### src/rtl/debug_tap_host_if.sv
// debug_tap_host_if
// Bundles every stream/bus signal of debug_tap_host: the configuration request,
// the host payload link, both directions of the tap port pair, and the capture
// FIFO drain side with its status.
//   master : the debug_tap_host block itself
//   slave  : its environment (host source, tap, capture drain)
// Ports (master view):
//   in  cfg_word[31:0], cfg_start         configuration request
//   in  src_data[31:0], src_valid         host payload
//   out src_stall
//   out tap_in_data[31:0], tap_in_valid   word to tap
//   in  tap_upstream_stall
//   in  tap_out_data[31:0], tap_out_valid debug word from tap
//   out tap_downstream_stall              capture FIFO full
//   out cap_rd_data[31:0], cap_rd_valid   FIFO head
//   in  cap_rd_ready
//   out cap_count[CW-1:0], cap_overflow, drop_count[15:0], busy
interface debug_tap_host_if #(
  parameter int DEPTH = 16
);
  localparam int CW = $clog2(DEPTH) + 1;

  logic [31:0]   cfg_word;
  logic          cfg_start;
  logic [31:0]   src_data;
  logic          src_valid;
  logic          src_stall;
  logic [31:0]   tap_in_data;
  logic          tap_in_valid;
  logic          tap_upstream_stall;
  logic [31:0]   tap_out_data;
  logic          tap_out_valid;
  logic          tap_downstream_stall;
  logic [31:0]   cap_rd_data;
  logic          cap_rd_valid;
  logic          cap_rd_ready;
  logic [CW-1:0] cap_count;
  logic          cap_overflow;
  logic [15:0]   drop_count;
  logic          busy;

  modport master (
    input  cfg_word, cfg_start, src_data, src_valid, tap_upstream_stall,
           tap_out_data, tap_out_valid, cap_rd_ready,
    output src_stall, tap_in_data, tap_in_valid, tap_downstream_stall,
           cap_rd_data, cap_rd_valid, cap_count, cap_overflow, drop_count, busy
  );

  modport slave (
    output cfg_word, cfg_start, src_data, src_valid, tap_upstream_stall,
           tap_out_data, tap_out_valid, cap_rd_ready,
    input  src_stall, tap_in_data, tap_in_valid, tap_downstream_stall,
           cap_rd_data, cap_rd_valid, cap_count, cap_overflow, drop_count, busy
  );
endinterface

### src/rtl/debug_tap_host.sv
// debug_tap_host
// Host-side driver for the debug tap stream port. After reset it sends one
// non-zero configuration word to the tap, then becomes a combinational
// pass-through from the host payload source to the tap. Independently, debug
// words raised by the tap are captured into a first-word-fall-through FIFO;
// words arriving while the FIFO is full are dropped and counted, since the tap
// does not honour stall.
// Ports:
//   clock  system clock, posedge
//   reset  synchronous, active-high
//   bus    debug_tap_host_if.master (see interface header for signal list)
module debug_tap_host #(
  parameter int DEPTH = 16
) (
  input  logic             clock,
  input  logic             reset,
  debug_tap_host_if.master bus
);
  localparam int CW = $clog2(DEPTH) + 1;
  localparam int AW = $clog2(DEPTH);
  localparam logic [CW-1:0] FULL_COUNT = CW'(DEPTH);

  typedef enum logic [1:0] {
    ST_IDLE,
    ST_CONF,
    ST_STREAM
  } state_t;

  state_t        state_q, state_d;
  logic [31:0]   cfg_q, cfg_d;

  logic [31:0]   mem [DEPTH];
  logic [AW-1:0] wr_ptr_q, wr_ptr_d;
  logic [AW-1:0] rd_ptr_q, rd_ptr_d;
  logic [CW-1:0] count_q, count_d;
  logic          overflow_q, overflow_d;
  logic [15:0]   drop_q, drop_d;

  logic          full;
  logic          push;
  logic          pop;
  logic          drop;

  // Configuration / stream state machine
  always_comb begin
    state_d          = state_q;
    cfg_d            = cfg_q;
    bus.src_stall    = 1'b1;
    bus.tap_in_valid = 1'b0;
    bus.tap_in_data  = '0;
    unique case (state_q)
      ST_IDLE: begin
        // A zero word means "unconfigured" to the tap, so it is never sent.
        if (bus.cfg_start && (bus.cfg_word != '0)) begin
          cfg_d   = bus.cfg_word;
          state_d = ST_CONF;
        end
      end
      ST_CONF: begin
        bus.tap_in_valid = 1'b1;
        bus.tap_in_data  = cfg_q;
        if (!bus.tap_upstream_stall) begin
          state_d = ST_STREAM;
        end
      end
      ST_STREAM: begin
        // Terminal: the tap only takes configuration once per reset.
        bus.tap_in_data  = bus.src_data;
        bus.tap_in_valid = bus.src_valid;
        bus.src_stall    = bus.tap_upstream_stall;
      end
      default: state_d = ST_IDLE;
    endcase
  end

  assign bus.busy = (state_q != ST_IDLE);

  // Capture FIFO control. Full is judged on the pre-pop count, so a push
  // coinciding with a pop while full is still dropped.
  always_comb begin
    full       = (count_q == FULL_COUNT);
    push       = bus.tap_out_valid && !full;
    drop       = bus.tap_out_valid && full;
    pop        = bus.cap_rd_ready && (count_q != '0);
    wr_ptr_d   = wr_ptr_q + AW'(push);
    rd_ptr_d   = rd_ptr_q + AW'(pop);
    count_d    = count_q + CW'(push) - CW'(pop);
    overflow_d = overflow_q | drop;
    drop_d     = drop_q;
    if (drop && (drop_q != 16'hFFFF)) begin
      drop_d = drop_q + 16'd1;
    end
  end

  always_ff @(posedge clock) begin
    if (reset) begin
      state_q    <= ST_IDLE;
      cfg_q      <= '0;
      wr_ptr_q   <= '0;
      rd_ptr_q   <= '0;
      count_q    <= '0;
      overflow_q <= 1'b0;
      drop_q     <= '0;
    end else begin
      state_q    <= state_d;
      cfg_q      <= cfg_d;
      wr_ptr_q   <= wr_ptr_d;
      rd_ptr_q   <= rd_ptr_d;
      count_q    <= count_d;
      overflow_q <= overflow_d;
      drop_q     <= drop_d;
    end
  end

  // Storage is not reset; pointers and count define what is valid.
  always_ff @(posedge clock) begin
    if (push) begin
      mem[wr_ptr_q] <= bus.tap_out_data;
    end
  end

  // Fall-through head: read is combinational from the read pointer.
  assign bus.cap_rd_data          = mem[rd_ptr_q];
  assign bus.cap_rd_valid         = (count_q != '0);
  assign bus.cap_count            = count_q;
  assign bus.cap_overflow         = overflow_q;
  assign bus.drop_count           = drop_q;
  assign bus.tap_downstream_stall = full;
endmodule

### src/flat_wrapper.sv
// flat-port wrapper written by rule: the top's interface ports become plain ports
module debug_tap_host_flat 
#(
  parameter int DEPTH = 16
)
  (clock, reset, bus_cfg_word, bus_cfg_start, bus_src_data, bus_src_valid, bus_tap_upstream_stall, bus_tap_out_data, bus_tap_out_valid, bus_cap_rd_ready, bus_src_stall, bus_tap_in_data, bus_tap_in_valid, bus_tap_downstream_stall, bus_cap_rd_data, bus_cap_rd_valid, bus_cap_count, bus_cap_overflow, bus_drop_count, bus_busy);
  debug_tap_host_if #(.DEPTH(DEPTH)) bus_i ();
  input  logic clock;
  input  logic reset;
  input wire logic [$bits(bus_i.cfg_word)-1:0] bus_cfg_word;
  input wire logic [$bits(bus_i.cfg_start)-1:0] bus_cfg_start;
  input wire logic [$bits(bus_i.src_data)-1:0] bus_src_data;
  input wire logic [$bits(bus_i.src_valid)-1:0] bus_src_valid;
  input wire logic [$bits(bus_i.tap_upstream_stall)-1:0] bus_tap_upstream_stall;
  input wire logic [$bits(bus_i.tap_out_data)-1:0] bus_tap_out_data;
  input wire logic [$bits(bus_i.tap_out_valid)-1:0] bus_tap_out_valid;
  input wire logic [$bits(bus_i.cap_rd_ready)-1:0] bus_cap_rd_ready;
  output wire logic [$bits(bus_i.src_stall)-1:0] bus_src_stall;
  output wire logic [$bits(bus_i.tap_in_data)-1:0] bus_tap_in_data;
  output wire logic [$bits(bus_i.tap_in_valid)-1:0] bus_tap_in_valid;
  output wire logic [$bits(bus_i.tap_downstream_stall)-1:0] bus_tap_downstream_stall;
  output wire logic [$bits(bus_i.cap_rd_data)-1:0] bus_cap_rd_data;
  output wire logic [$bits(bus_i.cap_rd_valid)-1:0] bus_cap_rd_valid;
  output wire logic [$bits(bus_i.cap_count)-1:0] bus_cap_count;
  output wire logic [$bits(bus_i.cap_overflow)-1:0] bus_cap_overflow;
  output wire logic [$bits(bus_i.drop_count)-1:0] bus_drop_count;
  output wire logic [$bits(bus_i.busy)-1:0] bus_busy;
  assign bus_i.cfg_word = bus_cfg_word;
  assign bus_i.cfg_start = bus_cfg_start;
  assign bus_i.src_data = bus_src_data;
  assign bus_i.src_valid = bus_src_valid;
  assign bus_i.tap_upstream_stall = bus_tap_upstream_stall;
  assign bus_i.tap_out_data = bus_tap_out_data;
  assign bus_i.tap_out_valid = bus_tap_out_valid;
  assign bus_i.cap_rd_ready = bus_cap_rd_ready;
  assign bus_src_stall = bus_i.src_stall;
  assign bus_tap_in_data = bus_i.tap_in_data;
  assign bus_tap_in_valid = bus_i.tap_in_valid;
  assign bus_tap_downstream_stall = bus_i.tap_downstream_stall;
  assign bus_cap_rd_data = bus_i.cap_rd_data;
  assign bus_cap_rd_valid = bus_i.cap_rd_valid;
  assign bus_cap_count = bus_i.cap_count;
  assign bus_cap_overflow = bus_i.cap_overflow;
  assign bus_drop_count = bus_i.drop_count;
  assign bus_busy = bus_i.busy;
  debug_tap_host #(.DEPTH(DEPTH)) u_core (.clock(clock), .reset(reset), .bus(bus_i));
endmodule
### config.mk
export PLATFORM = sky130hd
export DESIGN_NAME = debug_tap_host_flat
export DESIGN_NICKNAME = d
export VERILOG_FILES = /design/src/rtl/debug_tap_host_if.sv /design/src/rtl/debug_tap_host.sv /design/src/flat_wrapper.sv
export SDC_FILE = /design/constraint.sdc
export NUM_CORES = 1
export LEC_CHECK = 0
export BUFFER_PORTS_ARGS = -buffer_cell sky130_fd_sc_hd__buf_2
export CORE_ASPECT_RATIO = 2
export CORE_MARGIN = 1
export CORE_UTILIZATION = 54
export CTS_CLUSTER_DIAMETER = 50
export CTS_CLUSTER_SIZE = 40
export DETAILED_ROUTE_END_ITERATION = 8
export GPL_TIMING_DRIVEN = 0
export HOLD_SLACK_MARGIN = 0.02
export PLACE_DENSITY = 0.73
export SETUP_SLACK_MARGIN = 0.02
export SKIP_CTS_REPAIR_TIMING = 1
export SYNTH_ARGS = -nofsm -noshare
export SYNTH_HDL_FRONTEND = slang
export SYNTH_SLANG_ARGS = --single-unit
export TNS_END_PERCENT = 20
### constraint.sdc
create_clock -name clock -period 8.8 [get_ports clock]
set_input_delay 1.76 -clock clock [delete_from_list [all_inputs] [get_ports clock]]
set_output_delay 1.76 -clock clock [all_outputs]
set_load 0.02 [all_outputs]
==> results of run 1 <==
## through the flow
stage                     power, uW  area [um2]  hold slack (ns)  std cells  utilization [%]
after global routing           6520       26400            0.504       1950             63.1
after global placement         4630       24700            0.455       1867             58.9
after floorplan                4190       23000            0.452       1135                -
after detailed placement       4680       25300            0.467       1895             60.3
after CTS                      6370       26400            0.485       1947             63.0
final                          6310       26400            0.485       1951             63.1
## cell type report
| cell class | instances | area, um2 | area share (%) |
|---|---|---|---|
| antenna | 4 | 10.0 | 0.0379 |
| buffer | 62 | 354 | 1.34 |
| clock buffer | 29 | 726 | 2.75 |
| clock inverter | 23 | 429 | 1.62 |
| inverter | 14 | 52.6 | 0.199 |
| multi-input combinational | 483 | 6080 | 23.0 |
| sequential | 576 | 16700 | 63.0 |
| tap | 540 | 676 | 2.56 |
| timing repair buffer | 220 | 1450 | 5.48 |
## power by group
group          total (uW)  internal, uW  switching, uW
clock                1720           747            968
combinational        1480           705            775
sequential           3110          3070           42.0
## cell usage after synthesis, types with 4 or more instances
cell,n
a21oi_1,7
a22oi_1,32
buf_4,5
buf_6,12
clkbuf_1,40
dfxtp_1,64
edfxtp_1,512
ha_1,15
inv_1,14
mux2i_1,34
mux4_1,24
mux4_2,136
nand2_1,5
nand2b_1,70
nand3_1,7
nand4_1,8
nor2_1,40
nor2b_1,38
nor3_1,5
nor4_1,8
o21ai_0,4
xor2_1,17
## sequential cells by signal, indices dropped and copies added (netlist names)
| register | flops |
|---|---|
| u_core.mem | 512 |
| u_core.cfg_q | 32 |
| u_core.bus.drop_count | 16 |
| u_core.bus.cap_count | 5 |
| u_core.rd_ptr_q | 4 |
| u_core.wr_ptr_q | 4 |
| u_core.state_q | 2 |
| u_core.bus.cap_overflow | 1 |
## cell families after synthesis
| family | Yosys count | synth area share [%] |
|---|---|---|
| flip-flops | 576 | 72.3 |
| AND/OR/NAND/NOR | 199 | 5.08 |
| multiplexers | 194 | 17.5 |
| buffers and inverters | 76 | 1.77 |
| AO/OA/AOI/OAI | 54 | 1.65 |
| XOR/XNOR | 20 | 0.761 |
| adder cells (fa/ha/maj) | 16 | 0.902 |
## critical path: cells and delay by family, from the launching register on
kind,cells,cell delay (ns)
buf+inv,3,1.46
mux,2,0.95
flops,1,0.43
## worst min-delay path by stage
| stage | end | slack [ns] | startpoint | cells after the start |
|---|---|---|---|---|
| 4_1_cts | u_core.cfg_q[11] | 0.48 | u_core.cfg_q[11] | 2 |
| 3_3_place_gp | u_core.bus.cap_overflow | 0.45 | u_core.bus.cap_overflow | 2 |
| 2_1_floorplan | u_core.cfg_q[19] | 0.45 | u_core.cfg_q[19] | 2 |
| 5_1_grt | u_core.cfg_q[27] | 0.50 | u_core.cfg_q[27] | 2 |
| 6_report | u_core.cfg_q[11] | 0.48 | u_core.cfg_q[11] | 2 |
| 3_5_place_dp | u_core.bus.cap_overflow | 0.47 | u_core.bus.cap_overflow | 2 |
## per-layer routing
layer,up-vias,wire (um),GRT usage [%]
met5,-,34,0
met4,6,1150,7.59
met3,72,2770,2.33
met2,484,29600,46.4
met1,6152,17800,27.4
li1,5118,-,-
==> impl_metrics.ini, run 1 <==
[cts]
cts_root_buffer = clkbuf_16
clk_latency_ns = 0.62
clock_sinks = 576
tritoncts = done
clk_pin_slew_ns = 0.12
cts.htree.levels = 1
clock_tree.buffer_depth = 3
cts_buffers = 28

[timing]
fin_skew_ns = 0.0427
fin_ws_ns = 3.57
fin_crit_sh_pct = 59.5
period_needed_ns = 5.23
fin_tns_setup_ns = 0
rsz0062_at_grt = no
max-slew-margin-rel_pct = 24.7
setup_viol = 0
hold_viol_final = 0
tightestPinTransition_ns = 1.13
fmax_mhz = 191
slew_violations = 0

[global_route]
grt_pass1_wl_mm = 75.1
grt-ovfl-total = 0
grtUsageTotal_pct = 24.0
grt_pass1_vias = 12301
antenna_found_initial = 7
grt_max_degree = 40

[worst_setup_path]
crit_path_cell_trace = clkbuf_1 > clkbuf_1 > mux4_2 > mux4_2 > buf_2
arrival_ns = 3.47
cp.required_ns = 7.04
crit_end = bus_cap_rd_data[26]
crit_type = reg -> out
r2r-start = u_core.bus.cap_count[2]
cp_slowest_cell = clkbuf_1
startpoint = u_core.rd_ptr_q[1]
reg2reg_slack_ns = 5.64
cp-start-kind = register
slowest_delay_ns = 0.74
r2r_cells = 9
worstReg2RegEnd = u_core.mem[3][9]
critPathMaxFanout = 10
endpoint_kind = output port

[placed_design]
gp_congestion = 0.884
hpwl_mm = 34.6
portBuffers = 192
pre_cts_ws_ns = 4.21

[pwr]
ir_worst_vdd_uv = 229
p_per_area_nw_per_um2 = 239
p_leak_uw = 0.00872

[finish]
final_common_cell = edfxtp_1
final_cell_mix = edfxtp_1 (512), buf_2 (193), mux4_2 (136)
drive_gt1_share_pct = 31.9
fill_cells = 2877
syn_to_final_growth_pct = 14.8
fin_nets = 1504

[logic_synthesis]
syn_area_per_cell_um2 = 20.3
synth-edff-count = 512
syn_area_um2 = 23000
syn-num-nets = 1254
ys_warn_count = 0
synthArstFlopShare_pct = 0
synth.area.top_cells = edfxtp_1 (67%), mux4_2 (13%), dfxtp_1 (5.6%), mux4_1 (2.7%), nand2b_1 (1.9%)
synth_top_cell_area_share_pct = 66.8
synth-main-ff-cell = edfxtp_1
ys_types = 45
seq_area_frac_synth_pct = 72.3
ys_ff_latch = 576
netlist_instances = 1135
yosysTopAreaCell = edfxtp_1

[floorplan]
core_region_area_um2 = 41900
io_pins = 194
dieArea_um2 = 43500
rows = 106
die_h_um = 294
start_util_pct = 54.9
die_w_um = 148

[job]
maxCapViolCount = 0

[worst_hold_path]
hold_class = reg -> reg

[route]
initialDrtViolationCount = 1088
drc = 0
final_antenna_net_count = 0
first_pass_iters = 5
wl_per_cell_um = 26.3
viasPerCell = 6.06
wl_mm = 51.3
num_vias = 11832

[status]
status = complete, no violations
Note: power is estimated with default switching activity, not from simulation.
==> run 2: changes to the inputs <==
--- a/config.mk
+++ b/config.mk
@@ -5,6 +5,7 @@
 export SDC_FILE = /design/constraint.sdc
 export NUM_CORES = 1
 export LEC_CHECK = 0
+export ABC_AREA = 1
 export BUFFER_PORTS_ARGS = -buffer_cell sky130_fd_sc_hd__buf_2
 export CORE_ASPECT_RATIO = 2
 export CORE_MARGIN = 1
@@ -14,7 +15,7 @@
 export DETAILED_ROUTE_END_ITERATION = 8
 export GPL_TIMING_DRIVEN = 0
 export HOLD_SLACK_MARGIN = 0.02
-export PLACE_DENSITY = 0.73
+export PLACE_DENSITY = 0.76
 export SETUP_SLACK_MARGIN = 0.02
 export SKIP_CTS_REPAIR_TIMING = 1
 export SYNTH_ARGS = -nofsm -noshare
==> constraint.sdc (replaced) <==
create_clock -name clock -period 4.4 [get_ports clock]
set_input_delay 0.88 -clock clock [delete_from_list [all_inputs] [get_ports clock]]
set_output_delay 0.88 -clock clock [all_outputs]
set_load 0.02 [all_outputs]
==> run 2 against run 1 <==
Via count is 39% higher. Critical endpoint is now bus_cap_rd_data[11]. Die area is 3.6% higher. Non-clock buffer count is 42 higher. Routed wire length is 34% higher. Synthesized area is 3.6% higher. Sequential share of layout area is 1.2 points lower.
==> impl_metrics.ini, run 2 <==
[status]
status = complete, no violations

[cts]
cts.htree.levels = 1
clk_latency_ns = 0.60
clk_pin_slew_ns = 0.11
clock_tree.buffer_depth = 3
tritoncts = done
cts_root_buffer = clkbuf_16
cts_buffers = 25
clock_sinks = 576

[logic_synthesis]
yosysMostFrequentCell = edfxtp_1
yosysTopAreaCell = edfxtp_1
synthTopCellsByCount = edfxtp_1 (512), a21oi_1 (210), inv_1 (197), o21ai_0 (181), nand2_1 (143)
syn_area_per_cell_um2 = 12.8
synthArstFlopShare_pct = 0
ys_warn_count = 0
ys_ff_latch = 576
netlist_instances = 1869
synth.area.top_cells = edfxtp_1 (64%), dfxtp_1 (5.4%), mux2i_1 (5.4%), a21oi_1 (4.4%), o211ai_1 (4.0%)
ys_types = 33
syn_area_um2 = 23900
syn-num-nets = 1988
synth-main-ff-cell = edfxtp_1
seq_area_frac_synth_pct = 69.8
synth_top_cell_area_share_pct = 64.4
synth-edff-count = 512

[finish]
final_common_cell = edfxtp_1
diodes = 0
drive_gt1_share_pct = 14.9
final_cell_mix = edfxtp_1 (512), a21oi_1 (210), buf_2 (206)
syn_to_final_growth_pct = 12.9
largest_reg_flops = 512
fill_cells = 3278
regMostFlops = u_core.mem
final_cells = 2673
fin_nets = 2224
post-route-util_pct = 61.9

[timing]
fin_crit_sh_pct = 93.1
max-slew-margin-rel_pct = 23.9
hold_viol_final = 0
whs_ns = 0.455
tightestPinTransition_ns = 1.14
period_needed_ns = 4.10
fin_skew_ns = 0.0432
slew_violations = 0
setup_viol = 0
rsz0062_at_grt = no
fmax_mhz = 244

[global_route]
grtUsageTotal_pct = 30.8
grt_pass1_vias = 16288
grt_pass1_wl_mm = 99.3
grt_max_degree = 41
grt-ovfl-total = 0
antenna_found_initial = 0

[route]
viasPerCell = 6.14
wl_per_cell_um = 25.6
final_antenna_net_count = 0
num_vias = 16402
wl_mm = 68.5
initialDrtViolationCount = 1800
drc = 0
first_pass_iters = 5

[floorplan]
start_util_pct = 54.8
core_region_area_um2 = 43500
die_w_um = 151
die_h_um = 299
rows = 108
io_pins = 194
dieArea_um2 = 45100

[pwr]
p_leak_uw = 0.00940
p_per_area_nw_per_um2 = 510
total_power_uw = 13800
ir_worst_vdd_uv = 514

[worst_setup_path]
crit_type = reg -> out
critPathMaxFanout = 10
cp-start-kind = register
endpoint_kind = output port
cp.required_ns = 3.52
arrival_ns = 3.22

[placed_design]
dp.cells = 2628
gp_congestion = 0.908
hpwl_mm = 47.0
portBuffers = 193

[job]
maxCapViolCount = 0

[worst_hold_path]
hold_class = reg -> reg
## run 2: critical path, cell delays in order (launching register included)
cell	delay, ns
dfxtp_1	0.32
buf_2	0.23
clkbuf_1	0.57
clkbuf_1	0.64
o211ai_1	0.47
nand2_1	0.21
buf_2	0.18
## run 2: metrics by stage
step	setup TNS, ns	worst slack (ns)	instance area [um2]
after global routing	0	0.342	27000
after detailed placement	0	1.12	26000
after CTS	0	0.466	27000
final	0	0.302	27000
after floorplan	0	1.42	23900
after global placement	-211.89	-0.645	25500
## run 2: final cells by class
type	instances	area (um2)	area share, %
sequential	576	16700	61.8
multi-input combinational	977	5900	21.9
timing repair buffer	209	1300	4.83
inverter	201	754	2.80
tap	550	688	2.55
buffer	115	674	2.50
clock buffer	25	626	2.32
clock inverter	20	350	1.30
## run 2: worst paths after layout
check / startpoint / to / slack (ns) / cells after the start
max reg2reg: u_core.bus.cap_count[2] / u_core.mem[7][27] / 1.66 / 8
max: u_core.rd_ptr_q[2] / bus_cap_rd_data[11] / 0.30 / 6
min reg2reg: u_core.cfg_q[27] / u_core.cfg_q[27] / 0.46 / 2
min: u_core.cfg_q[27] / u_core.cfg_q[27] / 0.46 / 2
## run 2: routing by layer
layer	global-route usage, %	share of wire [%]	wire length [um]
met1	33.3	32	21600
met2	55.3	52	35800
met3	3.88	8.3	5710
met5	0	0	0
met4	20.5	7.9	5430
## run 2: where the power goes
part	leakage, uW	switching (uW)	internal, uW
clock	0.000461	1870	1310
sequential	0.00515	121	6200
combinational	0.00379	2880	1380
total	0.00940	4870	8880
## run 2: kinds of logic after synthesis
| group | after synthesis | share of synthesized area [%] |
|---|---|---|
| xor+xnor | 10 | 0.367 |
| fa+ha+maj | 16 | 0.870 |
| flops | 576 | 69.8 |
| compound gates | 544 | 12.8 |
| simple gates | 279 | 4.84 |
| mux | 128 | 5.37 |
| buf+inv | 316 | 5.99 |
